==> src/rtl/pipe_pkg.sv <==
// Shared constants and state encoding for the generic pipeline stage registers.
package pipe_pkg;

   localparam logic [31:0] PC_START     = 32'h0000_3000;
   localparam logic [31:0] PC_EXC_ENTRY = 32'h0000_4180;

   typedef enum logic [1:0] {
      EMPTY = 2'd0,
      ONE   = 2'd1,
      TWO   = 2'd2
   } stage_state_t;

endpackage

==> src/rtl/pipe_slot.sv <==
// One held pipeline entry {pc, data, valid}; clear picks the start or exception PC.
module pipe_slot #(
   parameter int unsigned DATA_W   = 32,
   parameter logic [31:0] PC_RESET = 32'h0000_3000,
   parameter logic [31:0] PC_EXC   = 32'h0000_4180
) (
   input  logic              clk,
   input  logic              clear,
   input  logic              clear_pc_sel,
   input  logic              load,
   input  logic              drop,
   input  logic [31:0]       d_pc,
   input  logic [DATA_W-1:0] d_data,
   output logic [31:0]       q_pc,
   output logic [DATA_W-1:0] q_data,
   output logic              q_valid
);

   // Dropping keeps the PC but zeroes the payload so an empty slot reads as a NOP.
   always_ff @(posedge clk) begin
      if (clear) begin
         q_valid <= 1'b0;
         q_data  <= '0;
         q_pc    <= clear_pc_sel ? PC_EXC : PC_RESET;
      end else if (load) begin
         q_valid <= 1'b1;
         q_pc    <= d_pc;
         q_data  <= d_data;
      end else if (drop) begin
         q_valid <= 1'b0;
         q_data  <= '0;
      end
   end

endmodule

==> src/rtl/pipe_stage_skid.sv <==
// Pipeline stage register with valid/ready handshake and an optional second (skid) entry.
module pipe_stage_skid
   import pipe_pkg::*;
#(
   parameter int unsigned DATA_W   = 32,
   parameter logic [31:0] PC_RESET = PC_START,
   parameter logic [31:0] PC_EXC   = PC_EXC_ENTRY,
   parameter bit          SKID_EN  = 1'b1
) (
   input  logic              clk,
   input  logic              reset,
   input  logic              flush,
   input  logic              in_valid,
   output logic              in_ready,
   input  logic [31:0]       in_pc,
   input  logic [DATA_W-1:0] in_data,
   output logic              out_valid,
   input  logic              out_ready,
   output logic [31:0]       out_pc,
   output logic [DATA_W-1:0] out_data,
   output logic [1:0]        occupancy
);

   stage_state_t      state, state_n;
   logic              in_fire, out_fire;
   logic              slot_clear, exc_sel;
   logic              main_load, main_from_skid, main_drop;
   logic              skid_load, skid_drop;
   logic [31:0]       main_pc, skid_pc;
   logic [DATA_W-1:0] main_data, skid_data;
   logic              main_valid, skid_valid;

   assign in_fire    = in_valid & in_ready;
   assign out_fire   = out_valid & out_ready;
   assign slot_clear = !reset | flush;
   assign exc_sel    = reset;

   always_ff @(posedge clk) begin
      if (!reset || flush) state <= EMPTY;
      else                 state <= state_n;
   end

   always_comb begin
      state_n        = state;
      main_load      = 1'b0;
      main_from_skid = 1'b0;
      main_drop      = 1'b0;
      skid_load      = 1'b0;
      skid_drop      = 1'b0;
      case (state)
         EMPTY: begin
            if (in_fire) begin
               main_load = 1'b1;
               state_n   = ONE;
            end
         end
         ONE: begin
            if (in_fire && out_fire) begin
               main_load = 1'b1;
            end else if (in_fire && SKID_EN) begin
               skid_load = 1'b1;
               state_n   = TWO;
            end else if (out_fire) begin
               main_drop = 1'b1;
               state_n   = EMPTY;
            end
         end
         TWO: begin
            if (out_fire) begin
               main_load      = 1'b1;
               main_from_skid = 1'b1;
               skid_drop      = 1'b1;
               state_n        = ONE;
            end
         end
         default: state_n = EMPTY;
      endcase
   end

   pipe_slot #(
      .DATA_W   (DATA_W),
      .PC_RESET (PC_RESET),
      .PC_EXC   (PC_EXC)
   ) u_main (
      .clk          (clk),
      .clear        (slot_clear),
      .clear_pc_sel (exc_sel),
      .load         (main_load),
      .drop         (main_drop),
      .d_pc         (main_from_skid ? skid_pc : in_pc),
      .d_data       (main_from_skid ? skid_data : in_data),
      .q_pc         (main_pc),
      .q_data       (main_data),
      .q_valid      (main_valid)
   );

   generate
      if (SKID_EN) begin : g_skid
         logic in_ready_q;

         pipe_slot #(
            .DATA_W   (DATA_W),
            .PC_RESET (PC_RESET),
            .PC_EXC   (PC_EXC)
         ) u_skid (
            .clk          (clk),
            .clear        (slot_clear),
            .clear_pc_sel (exc_sel),
            .load         (skid_load),
            .drop         (skid_drop),
            .d_pc         (in_pc),
            .d_data       (in_data),
            .q_pc         (skid_pc),
            .q_data       (skid_data),
            .q_valid      (skid_valid)
         );

         // Registered ready: a full stage refuses input without looking at out_ready.
         always_ff @(posedge clk) begin
            if (!reset || flush) in_ready_q <= 1'b1;
            else                 in_ready_q <= (state_n != TWO);
         end
         assign in_ready = in_ready_q;
      end else begin : g_noskid
         assign skid_pc    = '0;
         assign skid_data  = '0;
         assign skid_valid = 1'b0;
         assign in_ready   = (state == EMPTY) | out_ready;
      end
   endgenerate

   assign out_valid = main_valid;
   assign out_pc    = main_pc;
   assign out_data  = main_data;
   assign occupancy = {1'b0, main_valid} + {1'b0, skid_valid};

endmodule

==> config.mk <==
export PLATFORM = sky130hd
export DESIGN_NAME = pipe_stage_skid
export DESIGN_NICKNAME = d
export VERILOG_FILES = /design/src/rtl/pipe_pkg.sv /design/src/rtl/pipe_slot.sv /design/src/rtl/pipe_stage_skid.sv
export SDC_FILE = /design/constraint.sdc
export NUM_CORES = 1
export LEC_CHECK = 0
export CORE_MARGIN = 2
export CORE_UTILIZATION = 50
export CTS_CLUSTER_DIAMETER = 50
export CTS_CLUSTER_SIZE = 24
export DETAILED_ROUTE_END_ITERATION = 16
export GPL_ROUTABILITY_DRIVEN = 0
export GPL_TIMING_DRIVEN = 0
export HOLD_SLACK_MARGIN = 0.15
export PLACE_DENSITY = 0.8
export SLEW_MARGIN = 5
export SYNTH_ARGS = -nofsm -noshare
export SYNTH_HDL_FRONTEND = slang
export SYNTH_SLANG_ARGS = --single-unit
==> constraint.sdc <==
create_clock -name clk -period 2.99 [get_ports clk]
set_input_delay 0.7475 -clock clk [delete_from_list [all_inputs] [get_ports clk]]
set_output_delay 0.7475 -clock clk [all_outputs]
set_load 0.05 [all_outputs]
==> results.toml <==
[sta]
rsz0062_at_grt = "false"
drv_slew = 0
clock_skew_ps = 6.18
finalHoldViolations = 0
maxSlewHeadroom_pct = 49.2
hold_ws_ps = 476
finalCritPeriodShare_pct = 91.3
fin_crit_ps = 2730
timing.fmax_mhz = 366
tns_ps = 0
setup_viol = 0
worstMarginPinSlew_ps = 759

[final_layout]
drive_gt1_share_pct = 11.7
finalNetCount = 752
postLayoutCoreUtil_pct = 69.8
fillerInstances = 832
syn_to_final_growth_pct = 35.7
antennaDiodeCount = 0

[setup_path]
path_max_fanout = 32
critPathKind = "input port to flop"
arrival_ps = 2780
reg2reg_depth = 6
worstSetupEndpointType = "flop"
start_kind = "input port"
required_ps = 3040

[global_routing]
grt_pass1_vias = 4539
groute.usage.overall_pct = 22.6
antenna_found_initial = 0
grt_max_degree = 33
grt_pass1_wl_um = 22700
gr-total-overflow = 0

[drt]
firstDrtPassIters = 5
vias = 4403
wl_um = 14000
wl_per_cell_um = 16.7
viasPerCell = 5.26
ant_nets = 0
remaining_drc_errors = 0
drt_iter0_markers = 286

[pwr]
seq_power_share_pct = 43.7
switchingPower_mw = 1.13
leakagePower_nw = 3.48
p_int_mw = 3.53
vdd_drop_max_v = 0.000416
switching_share_pct = 24.2
p_comb_share_pct = 14.3
clkPwrFrac_pct = 42.1
pwr_density_cell_mw_per_mm2 = 582

[floorplanning]
rows = 39
die_x_um = 113
die_area_mm2 = 0.0127
ios = 137
start_util_pct = 51.5
die_y_um = 113
core-area_mm2 = 0.0115

[clock_tree]
clk_latency_ps = 410
clk_pin_slew_ps = 60
post_cts_buffers = 0
ctsHtreeMaxLevel = 4
numCtsBuffers = 17
clockBufferDepth = 2
root_buffer = "clkbuf_16"
cts_tree = "done"
numClockSinks = 133

[synth]
ys_warn_count = 0
avgSynthCellArea_um2 = 11.2
synth_area_leader_cell = "edfxtp_1"
yosys.area.top_type_share_pct = 32.6
yosys.cell_types.count = 32
syn_inst = 527
ys_ff_latch = 133
synth_fp_nets = 597
synth_area_mm2 = 0.00590
synthTopCellsByArea = "edfxtp_1, dfxtp_1, mux2i_1"
synth-seq-area-share_pct = 56.0

[placed_design]
hpwl_um = 9690
numPortBuffers = 136

[flow_run]
cap_violations = 0

[worst_hold_path]
whs_path_depth = 2
hold_path.class = "flop to flop"

[outcome]
status = "finished clean"
==> synth_stat cells (all sizes together) <==
cell type / instances
a31oi: 1
and4bb: 1
dfxtp: 69
buf: 23
edfxtp: 64
nor2: 75
and2: 59
o21a: 6
nand4b: 1
and4b: 1
nand2: 61
nand3: 2
and3b: 1
a2bb2oi: 32
or2: 1
o31a: 1
a311oi: 1
a21oi: 32
xor2: 1
nand4: 1
nand2b: 1
nor2b: 1
mux2i: 65
ha: 1
o21ai: 4
clkbuf: 19
inv: 3
==> kinds of logic (layout without fill, tap and decap cells) <==
group           count (synthesis)  after routing  synth area share (%)
fa+ha+maj                       1              1                 0.212
xor+xnor                        1              1                 0.148
compound gates                 77             77                  12.3
flops                         133            133                  56.0
buf+inv                        45            212                  4.11
simple gates                  205            205                  16.2
mux                            65             65                  11.0
==> timing repair <==
item / 4_1_cts / 5_1_grt
gates resized for setup: 3 / 0
endpoints found under the setup margin: 64 / 0
hold buffers: 0 / 0
==> critical path, stage by stage <==
cell and delay, ps:
clkdlybuf4s50_1 540, and4b_1 250, buf_2 190, a311oi_4 500
buf_6 270, nand2_4 280
==> state kept, by name (all words and copies together), names as in the netlist <==
register and flops:
in_ready 1, g_skid.u_skid.q_data 32, g_skid.u_skid.q_valid 1, u_main.q_valid 1
u_main.q_pc 32, u_main.q_data 32, g_skid.u_skid.q_pc 32, state 2
==> power groups by stage <==
stage	Combinational [mW]	Sequential, mW	Clock (mW)
floorplan	0.237	2.24	0
global placement	0.652	2.07	0
detailed placement	0.662	2.07	0
CTS	0.668	2.04	1.98
global route	0.702	2.04	2.07
finish	0.665	2.04	1.96
==> layer usage <==
| metal | global-route usage, % | wire length [um] |
|---|---|---|
| met3 | 6.86 | 1110 |
| met2 | 37.6 | 6650 |
| met4 | 8.29 | 234 |
| met1 | 27.8 | 5960 |
| met5 | 0 | 0 |
==> per-stage QoR <==
| stage | setup slack, ps | instances | power [mW] | area (um^2) |
|---|---|---|---|---|
| global route | 157 | 837 | 4.82 | 8010 |
| finish | 260 | 837 | 4.66 | 8010 |
| detailed placement | -947 | 806 | 2.74 | 7440 |
| CTS | 257 | 837 | 4.69 | 8010 |
| floorplan | 320 | 527 | 2.48 | 5900 |
| global placement | -822 | 806 | 2.72 | 7440 |
==> layout by cell type (no fill, tap or decap), drive strengths merged, types with 2 or more instances in the layout <==
cell type,netlist,layout
a21oi,32,32
a2bb2oi,32,32
and2,59,59
buf,23,23
clkbuf,19,46
clkdlybuf4s50,0,136
clkinv,0,3
dfxtp,69,69
edfxtp,64,64
inv,3,3
mux2i,65,65
nand2,61,61
nand3,2,2
nor2,75,75
o21a,6,6
o21ai,4,4
==> final cells by class <==
type	count	area (um^2)	share of cell area (%)
buffer	42	231	2.89
clock inverter	4	45.0	0.562
clock buffer	27	513	6.41
tap	143	179	2.23
multi-input combinational	349	2360	29.5
inverter	3	11.3	0.141
sequential	133	3300	41.2
timing repair buffer	136	1360	17.0
==> path summary, 6_finish.rpt <==
check | start | end | slack, ps
worst max-delay path | out_ready | u_main.q_pc[1] | 260
worst min-delay path | g_skid.u_skid.q_valid | g_skid.u_skid.q_valid | 480
worst max register to register | u_main.q_valid | u_main.q_pc[1] | 700
worst min register to register | g_skid.u_skid.q_valid | g_skid.u_skid.q_valid | 480
No activity file was read; power rests on OpenSTA's default activity.
